==> config.mk <==
export PLATFORM = sky130hd
export DESIGN_NAME = bicg_engine
export DESIGN_NICKNAME = d
export VERILOG_FILES = /design/src/rtl/bicg_engine.sv
export SDC_FILE = /design/constraint.sdc
export NUM_CORES = 2
export LEC_CHECK = 0
export CAP_MARGIN = 20
export CORE_AREA = 4 4 324 326
export DETAILED_ROUTE_END_ITERATION = 8
export DIE_AREA = 0 0 328 330
export GPL_ROUTABILITY_DRIVEN = 0
export PLACE_DENSITY_LB_ADDON = 0.1
export SLEW_MARGIN = 20
export SYNTH_ARGS = -nofsm -noshare
export SYNTH_HDL_FRONTEND = slang
export SYNTH_SLANG_ARGS = --single-unit
==> constraint.sdc <==
create_clock -name clock -period 20.3 [get_ports clock]
set_input_delay 3.045 -clock clock [delete_from_list [all_inputs] [get_ports clock]]
set_output_delay 3.045 -clock clock [all_outputs]
set_load 0.02 [all_outputs]
==> src/rtl/bicg_engine.sv <==
// BiCG sub-kernel: q = A*p and s = A^T*r over an N x N matrix held in external memory,
// using one Avalon-MM master with a single outstanding access and a start/busy/done/stall call interface.
module bicg_engine #(
  parameter int N      = 4,
  parameter int DATA_W = 32,
  parameter int ADDR_W = 64
) (
  input  logic                  clock,
  input  logic                  reset,
  input  logic                  start,
  output logic                  busy,
  output logic                  done,
  input  logic                  stall,
  input  logic [ADDR_W-1:0]     A,
  input  logic [ADDR_W-1:0]     s,
  input  logic [ADDR_W-1:0]     q,
  input  logic [ADDR_W-1:0]     p,
  input  logic [ADDR_W-1:0]     r,
  output logic [ADDR_W-1:0]     avmm_0_rw_address,
  output logic [DATA_W/8-1:0]   avmm_0_rw_byteenable,
  output logic                  avmm_0_rw_read,
  input  logic [DATA_W-1:0]     avmm_0_rw_readdata,
  input  logic                  avmm_0_rw_readdatavalid,
  input  logic                  avmm_0_rw_waitrequest,
  output logic                  avmm_0_rw_write,
  output logic [DATA_W-1:0]     avmm_0_rw_writedata
);
  localparam int IW = $clog2(N);
  localparam logic [ADDR_W-1:0] BYTES = ADDR_W'(DATA_W / 8);
  localparam logic [IW-1:0]     LAST  = IW'(N - 1);

  typedef enum logic [2:0] {IDLE, RD_R, RD_A, RD_P, WR_Q, WR_S, DONE} state_t;

  state_t            state_q, state_d;
  logic              wait_q, wait_d;  // read accepted, now waiting for readdatavalid
  logic [IW-1:0]     i_q, i_d;
  logic [IW-1:0]     j_q, j_d;        // column index, reused as k while draining s
  logic [ADDR_W-1:0] a_base_q, a_base_d, s_base_q, s_base_d, q_base_q, q_base_d;
  logic [ADDR_W-1:0] p_base_q, p_base_d, r_base_q, r_base_d;
  logic [DATA_W-1:0] r_i_q, r_i_d, a_ij_q, a_ij_d, q_acc_q, q_acc_d;
  logic [DATA_W-1:0] s_acc_q [N];
  logic [DATA_W-1:0] s_acc_d [N];

  always_ff @(posedge clock or posedge reset) begin
    if (reset) begin
      state_q  <= IDLE;
      wait_q   <= 1'b0;
      i_q      <= '0;
      j_q      <= '0;
      a_base_q <= '0;
      s_base_q <= '0;
      q_base_q <= '0;
      p_base_q <= '0;
      r_base_q <= '0;
      r_i_q    <= '0;
      a_ij_q   <= '0;
      q_acc_q  <= '0;
      for (int k = 0; k < N; k++) s_acc_q[k] <= '0;
    end else begin
      state_q  <= state_d;
      wait_q   <= wait_d;
      i_q      <= i_d;
      j_q      <= j_d;
      a_base_q <= a_base_d;
      s_base_q <= s_base_d;
      q_base_q <= q_base_d;
      p_base_q <= p_base_d;
      r_base_q <= r_base_d;
      r_i_q    <= r_i_d;
      a_ij_q   <= a_ij_d;
      q_acc_q  <= q_acc_d;
      s_acc_q  <= s_acc_d;
    end
  end

  always_comb begin
    state_d  = state_q;
    wait_d   = wait_q;
    i_d      = i_q;
    j_d      = j_q;
    a_base_d = a_base_q;
    s_base_d = s_base_q;
    q_base_d = q_base_q;
    p_base_d = p_base_q;
    r_base_d = r_base_q;
    r_i_d    = r_i_q;
    a_ij_d   = a_ij_q;
    q_acc_d  = q_acc_q;
    s_acc_d  = s_acc_q;
    case (state_q)
      IDLE: begin
        if (start) begin
          a_base_d = A;
          s_base_d = s;
          q_base_d = q;
          p_base_d = p;
          r_base_d = r;
          for (int k = 0; k < N; k++) s_acc_d[k] = '0;
          i_d     = '0;
          wait_d  = 1'b0;
          state_d = RD_R;
        end
      end
      RD_R, RD_A, RD_P: begin
        if (!wait_q) begin
          if (!avmm_0_rw_waitrequest) wait_d = 1'b1;
        end else if (avmm_0_rw_readdatavalid) begin
          wait_d = 1'b0;
          if (state_q == RD_R) begin
            r_i_d   = avmm_0_rw_readdata;
            q_acc_d = '0;
            j_d     = '0;
            state_d = RD_A;
          end else if (state_q == RD_A) begin
            a_ij_d  = avmm_0_rw_readdata;
            state_d = RD_P;
          end else begin
            // products and sums wrap at DATA_W bits
            s_acc_d[j_q] = s_acc_q[j_q] + r_i_q * a_ij_q;
            q_acc_d      = q_acc_q + a_ij_q * avmm_0_rw_readdata;
            if (j_q == LAST) begin
              state_d = WR_Q;
            end else begin
              j_d     = j_q + 1'b1;
              state_d = RD_A;
            end
          end
        end
      end
      WR_Q: begin
        if (!avmm_0_rw_waitrequest) begin
          if (i_q == LAST) begin
            j_d     = '0;
            state_d = WR_S;
          end else begin
            i_d     = i_q + 1'b1;
            state_d = RD_R;
          end
        end
      end
      WR_S: begin
        if (!avmm_0_rw_waitrequest) begin
          if (j_q == LAST) state_d = DONE;
          else             j_d     = j_q + 1'b1;
        end
      end
      DONE: begin
        if (!stall) state_d = IDLE;
      end
      default: state_d = IDLE;
    endcase
  end

  assign busy                 = (state_q != IDLE);
  assign done                 = (state_q == DONE);
  assign avmm_0_rw_read       = (state_q == RD_R || state_q == RD_A || state_q == RD_P) && !wait_q;
  assign avmm_0_rw_write      = (state_q == WR_Q || state_q == WR_S);
  assign avmm_0_rw_byteenable = (avmm_0_rw_read || avmm_0_rw_write) ? '1 : '0;

  always_comb begin
    avmm_0_rw_address   = '0;
    avmm_0_rw_writedata = '0;
    case (state_q)
      RD_R: avmm_0_rw_address = r_base_q + ADDR_W'(i_q) * BYTES;
      RD_A: avmm_0_rw_address = a_base_q + (ADDR_W'(i_q) * ADDR_W'(N) + ADDR_W'(j_q)) * BYTES;
      RD_P: avmm_0_rw_address = p_base_q + ADDR_W'(j_q) * BYTES;
      WR_Q: begin
        avmm_0_rw_address   = q_base_q + ADDR_W'(i_q) * BYTES;
        avmm_0_rw_writedata = q_acc_q;
      end
      WR_S: begin
        avmm_0_rw_address   = s_base_q + ADDR_W'(j_q) * BYTES;
        avmm_0_rw_writedata = s_acc_q[j_q];
      end
      default: ;
    endcase
  end
endmodule
==> impl_metrics.toml <==
[clock_tree]
cts.clk_slew.worst_paths_ns = 0.07
cts_made_buffers = 59
htree_levels = 2
clockBufferDepth = 3
ctsResizeCount = 0
holdBufCountCts = 0
cts_tree = "built"
clkSinkCount = 552
postCtsSetupBuffers = 0
clock_tree.root_cell = "clkbuf_16"
clkLatencyLatePin_ns = 0.67

[timing]
max-slew-margin-rel_pct = 23.2
tns_ns = 0
fin_skew_ns = 0.0514
drv_slew = 0
finalHoldViolations = 0
fmax_mhz = 96.5
finalWorstSetupSlack_ns = 9.93
rsz0062_at_grt = "no"
fin_crit_sh_pct = 51.1
worstMarginPinSlew_ns = 1.15
min_period_ns = 10.37
setup_violations = 0

[die]
fp.dieArea_um2 = 108000
start_util_pct = 60.7
die_h_um = 330
design.core.area_um2 = 102000
dieWidth_um = 328
row_count = 117
io_pins = 462

[setup_path]
crit_type = "in -> reg"
crit_end = "q_acc_q[31]"
critPathLaunch = "avmm_0_rw_readdata[7]"
cp-end-kind = "flip-flop"
start_kind = "primary input"
critPathArrivalTime_ns = 10.88
r2r_start = "j_q[0]"
cp_max_fo = 27
crit_required_ns = 20.81
r2r_end = "s_acc_q[127]"
r2r_slack_ns = 10.82
rr_worst_depth = 28

[routing]
drc = 0
ant_nets = 0
wirelength_mm = 187
wire_per_inst_um = 23.4
via_count = 46700
drt_iter0_drc = 3429
firstDrtPassIters = 7
vias_per_cell = 5.84

[place]
dp_hpwl_mm = 145
post_dp_cell_area_um2 = 67500
pre_cts_ws_ns = 9.24
port_buffers = 461

[yosys]
avgSynthCellArea_um2 = 9.80
yosys_most_used_dff = "dfrtp_1"
synth-seq-cells = 552
ys_async_sr_fraction_pct = 100
netlist_area_um2 = 61800
syn-num-nets = 7796
ys_warn_count = 0
synth_cells = 6300
yosysSeqAreaShare_pct = 22.4
synth-edff-count = 0
synth_cell_type_count = 78

[worst_hold_path]
hold_class = "reg -> reg"

[cells_and_area]
drive_gt1_share_pct = 9.92
final_cell_mix = "1045 x inv_1, 879 x fa_1, 713 x nand2_1, 582 x and2_1, 543 x dfrtp_1"
final_area_um2 = 69600
fillerInstances = 8075
multi_input_area_um2 = 42700
layout.nets = 8048
area_growth_pct = 12.7
final_common_cell = "inv_1"
register_area_um2 = 13800

[global_routing]
grtUsageTotal_pct = 35.6
antenna_found_initial = 33
grt_pass1_wl_mm = 294
grt_pass1_vias = 50800
overflow = 0
grt_max_degree = 166

[run]
drv_cap = 0

[outcome]
outcome = "complete, no violations"
[cells by family (layout without fill, tap and decap cells)]
kind of cell / after synthesis / count (layout) / synth area share, %
adders and majority gates: 1138 / 1138 / 33.7
AOI/OAI and AO/OA: 561 / 561 / 6.36
xor gates and xnor gates: 344 / 344 / 4.88
and+or+nand+nor: 1775 / 1775 / 14.2
muxes: 521 / 521 / 9.86
other: 0 / 30 / 0
DFF: 552 / 552 / 22.4
buffers and inverters: 1409 / 1709 / 8.62
[state kept, by name, summed over array words and instances (netlist names), 3 cells and up]
register	count
state_q	3
r_i_q	32
a_base_q	64
s_acc_q	128
q_acc_q	32
r_base_q	64
p_base_q	64
s_base_q	64
a_ij_q	32
q_base_q	64
[cell type report]
class,count,share of cell area [%]
antenna,30,0.108
tap,1368,2.46
multi-input combinational,4339,61.4
clock inverter,30,0.480
sequential,552,19.9
clock buffer,79,2.43
timing repair buffer,553,7.62
inverter,1047,5.66
[cell usage after synthesis (110+ instances only)]
cell	number	area share, %
nand2_1	713	4.3
and2_1	584	5.9
ha_1	259	5.2
nor2_1	200	1.2
xor2_1	111	1.6
clkbuf_1	329	2.0
inv_1	1046	6.4
fa_1	879	28
xnor2_1	233	3.3
dfrtp_1	552	22
a22o_1	115	1.6
mux2i_1	110	1.8
mux2_2	379	6.9
[per-stage QoR]
stage,instances,utilization [%],hold slack (ns)
6_report,7998,68.4,0.484
3_5_place_dp,7859,66.4,0.468
4_1_cts,7968,68.4,0.486
5_1_grt,7984,68.4,0.517
2_1_floorplan,6300,-,0.445
3_3_place_gp,7859,66.4,0.456
[routing by layer]
layer | global-route usage [%] | up-vias | routed length, um
met5 | 0 | - | 52
met3 | 8.41 | 562 | 15700
met1 | 41.2 | 23800 | 67100
met2 | 60.4 | 1989 | 91600
li1 | - | 20300 | -
met4 | 21.3 | 6 | 13100
[worst min-delay path by stage]
stage,from,end,slack (ns),cells past startpoint
after detailed placement,s_acc_q[36],s_acc_q[36],0.47,2
after CTS,s_acc_q[112],s_acc_q[112],0.49,2
after global routing,s_acc_q[55],s_acc_q[55],0.52,2
final,s_acc_q[112],s_acc_q[112],0.48,2
after global placement,s_acc_q[100],s_acc_q[100],0.46,2
after floorplan,s_acc_q[36],s_acc_q[36],0.44,2
[worst max-delay path, cell delays in order]
cell             delay (ns)
clkdlybuf4s50_1        1.23
and2_1                 0.26
fa_1                   0.45
fa_1                   0.50
fa_1                   0.53
inv_1                  0.05
fa_1                   0.47
inv_1                  0.05
fa_1                   0.50
inv_1                  0.05
fa_1                   0.53
inv_1                  0.05
fa_1                   0.47
inv_1                  0.05
fa_1                   0.48
inv_1                  0.05
ha_1                   0.33
a21oi_1                0.19
o22ai_1                0.11
a311oi_1               0.32
o211ai_1               0.22
nand3_1                0.16
a31oi_1                0.12
a311oi_1               0.40
xnor2_1                0.16
o21ai_0                0.08
Power is left out: the tool's default activity adds up to more than one toggle a clock period on the data nets, which glitch-free logic cannot reach.
